### config.mk
export PLATFORM = sky130hd
export DESIGN_NAME = stopwatch_ctrl
export DESIGN_NICKNAME = d
export VERILOG_FILES = /design/src/rtl/stopwatch_pkg.sv /design/src/rtl/stopwatch_ctrl_tick_prescaler.sv /design/src/rtl/stopwatch_ctrl.sv
export SDC_FILE = /design/constraint.sdc
export NUM_CORES = 1
export LEC_CHECK = 0
export CAP_MARGIN = 20
export CORE_MARGIN = 2
export CORE_UTILIZATION = 49
export CTS_BUF_LIST = sky130_fd_sc_hd__clkbuf_8
export DETAILED_ROUTE_END_ITERATION = 10
export DONT_BUFFER_PORTS = 1
export PLACE_DENSITY = 0.66
export SYNTH_ARGS = -nofsm -noshare
export SYNTH_HDL_FRONTEND = slang
export SYNTH_SLANG_ARGS = --single-unit
### constraint.sdc
create_clock -name clk -period 1.7 [get_ports clk]
set_input_delay 0.425 -clock clk [delete_from_list [all_inputs] [get_ports clk]]
set_output_delay 0.425 -clock clk [all_outputs]
set_load 0.01 [all_outputs]
### src/rtl/stopwatch_pkg.sv
// Shared stopwatch definitions: FSM state encoding, default tick divider and
// counter full-scale values used by the controller and the counter chain.
package stopwatch_pkg;

  localparam logic [1:0] ST_IDLE     = 2'd0;
  localparam logic [1:0] ST_RUNNING  = 2'd1;
  localparam logic [1:0] ST_PAUSED   = 2'd2;
  localparam logic [1:0] ST_OVERFLOW = 2'd3;

  typedef enum logic [1:0] {
    StIdle     = ST_IDLE,
    StRunning  = ST_RUNNING,
    StPaused   = ST_PAUSED,
    StOverflow = ST_OVERFLOW
  } sw_state_e;

  // 1 Hz tick from a 100 MHz system clock
  localparam int unsigned DEFAULT_TICK_DIV = 100_000_000;

  localparam int unsigned SEC_MAX = 59;
  localparam int unsigned MIN_MAX = 59;

endpackage

### src/rtl/stopwatch_ctrl_tick_prescaler.sv
// Count-tick prescaler: counts clk cycles while run is high, wraps at TICK_DIV-1
// and flags the terminal count. Holds its value while run is low so a paused
// second keeps its elapsed fraction.
module tick_prescaler
  import stopwatch_pkg::*;
#(
  parameter int unsigned TICK_DIV = DEFAULT_TICK_DIV
) (
  input  logic clk,
  input  logic rst_n,
  input  logic run,
  input  logic clr,
  output logic tc
);

  localparam int unsigned PRESC_W = $clog2(TICK_DIV);
  localparam logic [PRESC_W-1:0] TERM = PRESC_W'(TICK_DIV - 1);

  logic [PRESC_W-1:0] cnt_q;

  // Prescaler counter with synchronous reset/clear and wrap at terminal count
  always_ff @(posedge clk) begin
    if (!rst_n || clr) begin
      cnt_q <= '0;
    end else if (run) begin
      cnt_q <= (cnt_q == TERM) ? '0 : cnt_q + 1'b1;
    end
  end

  assign tc = (cnt_q == TERM);

endmodule

### src/rtl/stopwatch_ctrl.sv
// Stopwatch run-control sequencer: start/stop/clear FSM, 1 Hz count enable,
// counter clear, minutes enable and full-scale overflow flag.
// Optional lap-hold feature enabled by defining STOPWATCH_LAP_EN.
module stopwatch_ctrl
  import stopwatch_pkg::*;
#(
  parameter int unsigned TICK_DIV = DEFAULT_TICK_DIV
) (
  input  logic       clk,
  input  logic       rst_n,
  input  logic       start_req,
  input  logic       stop_req,
  input  logic       clear_req,
`ifdef STOPWATCH_LAP_EN
  input  logic       lap_req,
  output logic       lap_hold,
`endif
  input  logic       sec_rollover,
  input  logic       min_rollover,
  output logic       tick_en,
  output logic       min_en,
  output logic       count_clr,
  output logic [1:0] state,
  output logic       overflow
);

  sw_state_e state_q;
  logic      overflow_q;
  logic      count_clr_q;
  logic      rst_tail_q;  // stretches count_clr one cycle past reset
  logic      presc_tc;

  tick_prescaler #(
    .TICK_DIV(TICK_DIV)
  ) u_prescaler (
    .clk  (clk),
    .rst_n(rst_n),
    .run  (state_q == StRunning),
    .clr  (clear_req),
    .tc   (presc_tc)
  );

  // Count enables; rollover inputs only ever qualify min_en, never tick_en
  always_comb begin
    tick_en = (state_q == StRunning) && presc_tc && !clear_req && !stop_req;
    min_en  = tick_en && sec_rollover;
  end

  // Run-control FSM with registered clear and overflow outputs
  always_ff @(posedge clk) begin
    if (!rst_n) begin
      state_q     <= StIdle;
      overflow_q  <= 1'b0;
      count_clr_q <= 1'b1;
      rst_tail_q  <= 1'b1;
    end else begin
      rst_tail_q  <= 1'b0;
      count_clr_q <= clear_req | rst_tail_q;
      overflow_q  <= 1'b0;
      if (clear_req) begin
        state_q <= StIdle;
      end else begin
        unique case (state_q)
          StIdle: begin
            if (start_req) state_q <= StRunning;
          end
          StRunning: begin
            // min_en implies no stop_req, so these are mutually exclusive
            if (min_en && min_rollover) begin
              state_q    <= StOverflow;
              overflow_q <= 1'b1;
            end else if (stop_req) begin
              state_q <= StPaused;
            end
          end
          StPaused: begin
            if (start_req) state_q <= StRunning;
          end
          StOverflow: begin
            overflow_q <= 1'b1;
          end
        endcase
      end
    end
  end

`ifdef STOPWATCH_LAP_EN
  logic lap_hold_q;

  // Lap hold toggles only in RUNNING, below start/stop in priority
  always_ff @(posedge clk) begin
    if (!rst_n || clear_req) begin
      lap_hold_q <= 1'b0;
    end else if (state_q == StRunning) begin
      if (min_en && min_rollover) begin
        lap_hold_q <= 1'b0;
      end else if (!stop_req && !start_req && lap_req) begin
        lap_hold_q <= ~lap_hold_q;
      end
    end
  end

  assign lap_hold = lap_hold_q;
`endif

  assign state     = state_q;
  assign overflow  = overflow_q;
  assign count_clr = count_clr_q;

endmodule

==> results_dict.tcl <==
set metrics [dict create \
    fin_cells 238 \
    crit_path_end_kind "primary output" \
    drt_pass1_iterations 4 \
    synth_top_cells_by_area "dfxtp_1 40%, xor2_1 6.1%, a21oi_1 4.7%" \
    grt_pass1_wl_mm 5.82 \
    crit_type "flip-flop to primary output" \
    crit_fanout 2 \
    rows 20 \
    cts_sinks 32 \
    cp.arrival_ps 1470 \
    die_h_um 61.0 \
    gp_congestion 0.757 \
    synth_top_cell_by_area "dfxtp_1" \
    synth_edf_count 0 \
    max_clock_freq_mhz 527 \
    hp-class "primary input to flip-flop" \
    critPathMaxStageDelay_ps 350 \
    ys_ff_latch 32 \
    setup_viol 2 \
    dr_total_vias 1371 \
    clkTransAtPathRegs_ps 60 \
    core_um2 3080 \
    fin_ws_ps -197 \
    fin_util_pct 62.7 \
    min_period_ps 1900 \
    antenna_found_initial 0 \
    violations "setup timing" \
    crit_path_start_kind "flip-flop" \
    clock_path_buffers 2 \
    crit_required_ps 1270 \
    drc 0 \
    synthTopCellsByCount "32 x dfxtp_1, 15 x a21oi_1, 14 x nor2_1, 11 x nand3_1, 11 x xor2_1" \
    drive_gt1_share_pct 30.9 \
    avgRoutedWirePerCell_um 14.8 \
    p_leak_uw 0.000688 \
    r2r_end "u_prescaler.cnt_q[22]$_SDFFE_PP0N_" \
    grt_pass1_vias 1312 \
    nNetsFinal 202 \
    grtUsageTotal_pct 21.7 \
    ys_types 40 \
    ant_nets 0 \
    final.period_utilization_pct 112 \
    max_slew_margin_pct 69.6 \
    avgSynthCellArea_um2 9.25 \
    synthFlopType "dfxtp_1" \
    root_buffer "clkbuf_8" \
    drt-vias-per-instance 5.76 \
    syn_nets 180 \
    die-area_um2 3720 \
    htreeDepth 2 \
    drv_slew 0 \
    grt_max_degree 28 \
    syn_to_final_growth_pct 21.3 \
    ir_worst_vdd_uv 526 \
    placed_cells 226 \
    diodes 0 \
    yosysSeqAreaShare_pct 40.3 \
    cp-endpoint "min_en" \
    ff_latch_area_um2 648 \
    cp_cell_sequence "ha_4 > nor3b_4 > and4_1 > nor2b_4 > and2_4" \
    multi_input_area_um2 932 \
    r2r_slack_ps 80 \
    crit_path_start "u_prescaler.cnt_q[0]$_SDFFE_PP0N_" \
    cts_tree "yes" \
    yosysTopAreaCellShare_pct 40.3 \
    clk_latency_ps 290 \
    drv_cap 0 \
    drt_iter0_drc 78 \
    floorplan.initialDensity_pct 51.7 \
    num-fill-cells 280 \
    worst_slew_pin_slew_ps 456 \
    path_buf_inv 0 \
    hold_path.startpoint "clear_req" \
    r2r.worst_path.cells 5 \
    synthArstFlopShare_pct 0 \
    pwr_density_cell_nw_per_um2 697 \
    yosys_warnings 0 \
    worst-path-stages 5 \
    skew_ps 4.12 \
    path_delay_family "simple AND/OR/NAND/NOR gates" \
    dp_hpwl_mm 2.42 \
    die-width_um 61.0 \
    syn_inst 172 \
    io_buffers 0 \
    mappedNetlistArea_um2 1590 \
    status "complete, but fails checks" \
    io_pins 13 \
    slowest_stage "dfxtp_2" \
    post-synth-top-count-cell "dfxtp_1" \
    drt-total-wl_mm 3.52 \
    numCtsBuffers 5 \
    rr_startpoint "state[1]$_SDFFE_PP0P_" \
    finalHoldViolCount 0 \
    grt-ovfl-total 0 \
    rsz0062_at_grt "yes" \
]
-- stage by stage --
step	total power [uW]	cell area (um^2)	hold WS, ps	setup TNS [ps]	worst slack [ps]
finish	1340	1930	195	-360	-197
global route	1390	1930	191	-518	-276
floorplan	799	1620	384	0	2.16
global placement	806	1760	395	0	79.5
detailed placement	808	1760	407	0	43.7
CTS	1350	1870	195	-367	-199
-- layout by cell type, fill, tap and decap left out, types with 2 or more instances in the layout --
master	synthesis	final
dfxtp_1	32	26
buf_4	1	22
nor2_1	14	14
a21oi_1	15	13
nand3_1	11	11
xor2_1	11	11
o31ai_1	10	10
or4_1	10	9
nand4_1	7	7
nand2_1	6	6
o21ai_0	6	6
dfxtp_2	0	6
clkbuf_8	0	5
inv_1	3	4
or3_1	4	4
and3_1	3	3
and4_4	0	3
a21oi_2	1	3
and4bb_2	2	2
and2_2	1	2
or4_4	1	2
and2_1	4	2
buf_12	0	2
-- worst min-delay path by stage --
| stage | to | slack, ps | cells past startpoint |
|---|---|---|---|
| CTS | state[1]$_SDFFE_PP0P_ | 200 | 1 |
| global route | state[1]$_SDFFE_PP0P_ | 190 | 1 |
| global placement | count_clr$_SDFF_PN1_ | 400 | 1 |
| finish | state[1]$_SDFFE_PP0P_ | 190 | 1 |
| detailed placement | count_clr$_SDFF_PN1_ | 410 | 1 |
| floorplan | count_clr$_SDFF_PN1_ | 380 | 1 |
-- per-layer routing --
layer	wire (um)	vias to the layer above	part of all wire [%]	GRT usage, %
li1	-	679	-	-
met1	1660	671	47	26.5
met2	1690	10	48	33.8
met3	68	11	1.9	5.33
met4	98	0	2.8	14.3
met5	0	-	0	0
-- area by class of cell --
class                      instances  share of cell area (%)
clock inverter                     2                   0.454
timing repair buffer              24                    10.6
clock buffer                       5                    3.57
inverter                           3                   0.584
sequential                        32                    33.6
multi-input combinational        128                    48.3
tap                               44                    2.85
-- sequential cells by signal (all words and copies together) (netlist names) --
name / count
count_clr: 1
state: 2
rst_tail_q: 1
u_prescaler.cnt_q: 27
overflow: 1
-- cell families after synthesis --
| family | after synthesis | share of synthesized area (%) |
|---|---|---|
| compound gates | 34 | 13.8 |
| buf+inv | 12 | 5.59 |
| flops | 32 | 40.3 |
| mux | 1 | 0.629 |
| fa+ha+maj | 1 | 0.787 |
| simple gates | 80 | 32.3 |
| xor+xnor | 12 | 6.61 |
-- what timing repair did --
action | 4_1_cts | 5_1_grt
gates resized for setup | 9 | 8
cloned | 0 | 0
hold buffers | 0 | 0
buffers inserted | 2 | 3
endpoints found under the setup margin | 2 | 9
pin swaps | 4 | 4
-- power by group --
part / leakage (uW) / switching, uW / internal (uW)
clock: 0.0000452 / 280 / 272
combinational: 0.000382 / 21.6 / 14.5
sequential: 0.000261 / 2.55 / 754
total: 0.000688 / 304 / 1040
Power figures use the tool's default switching activity.
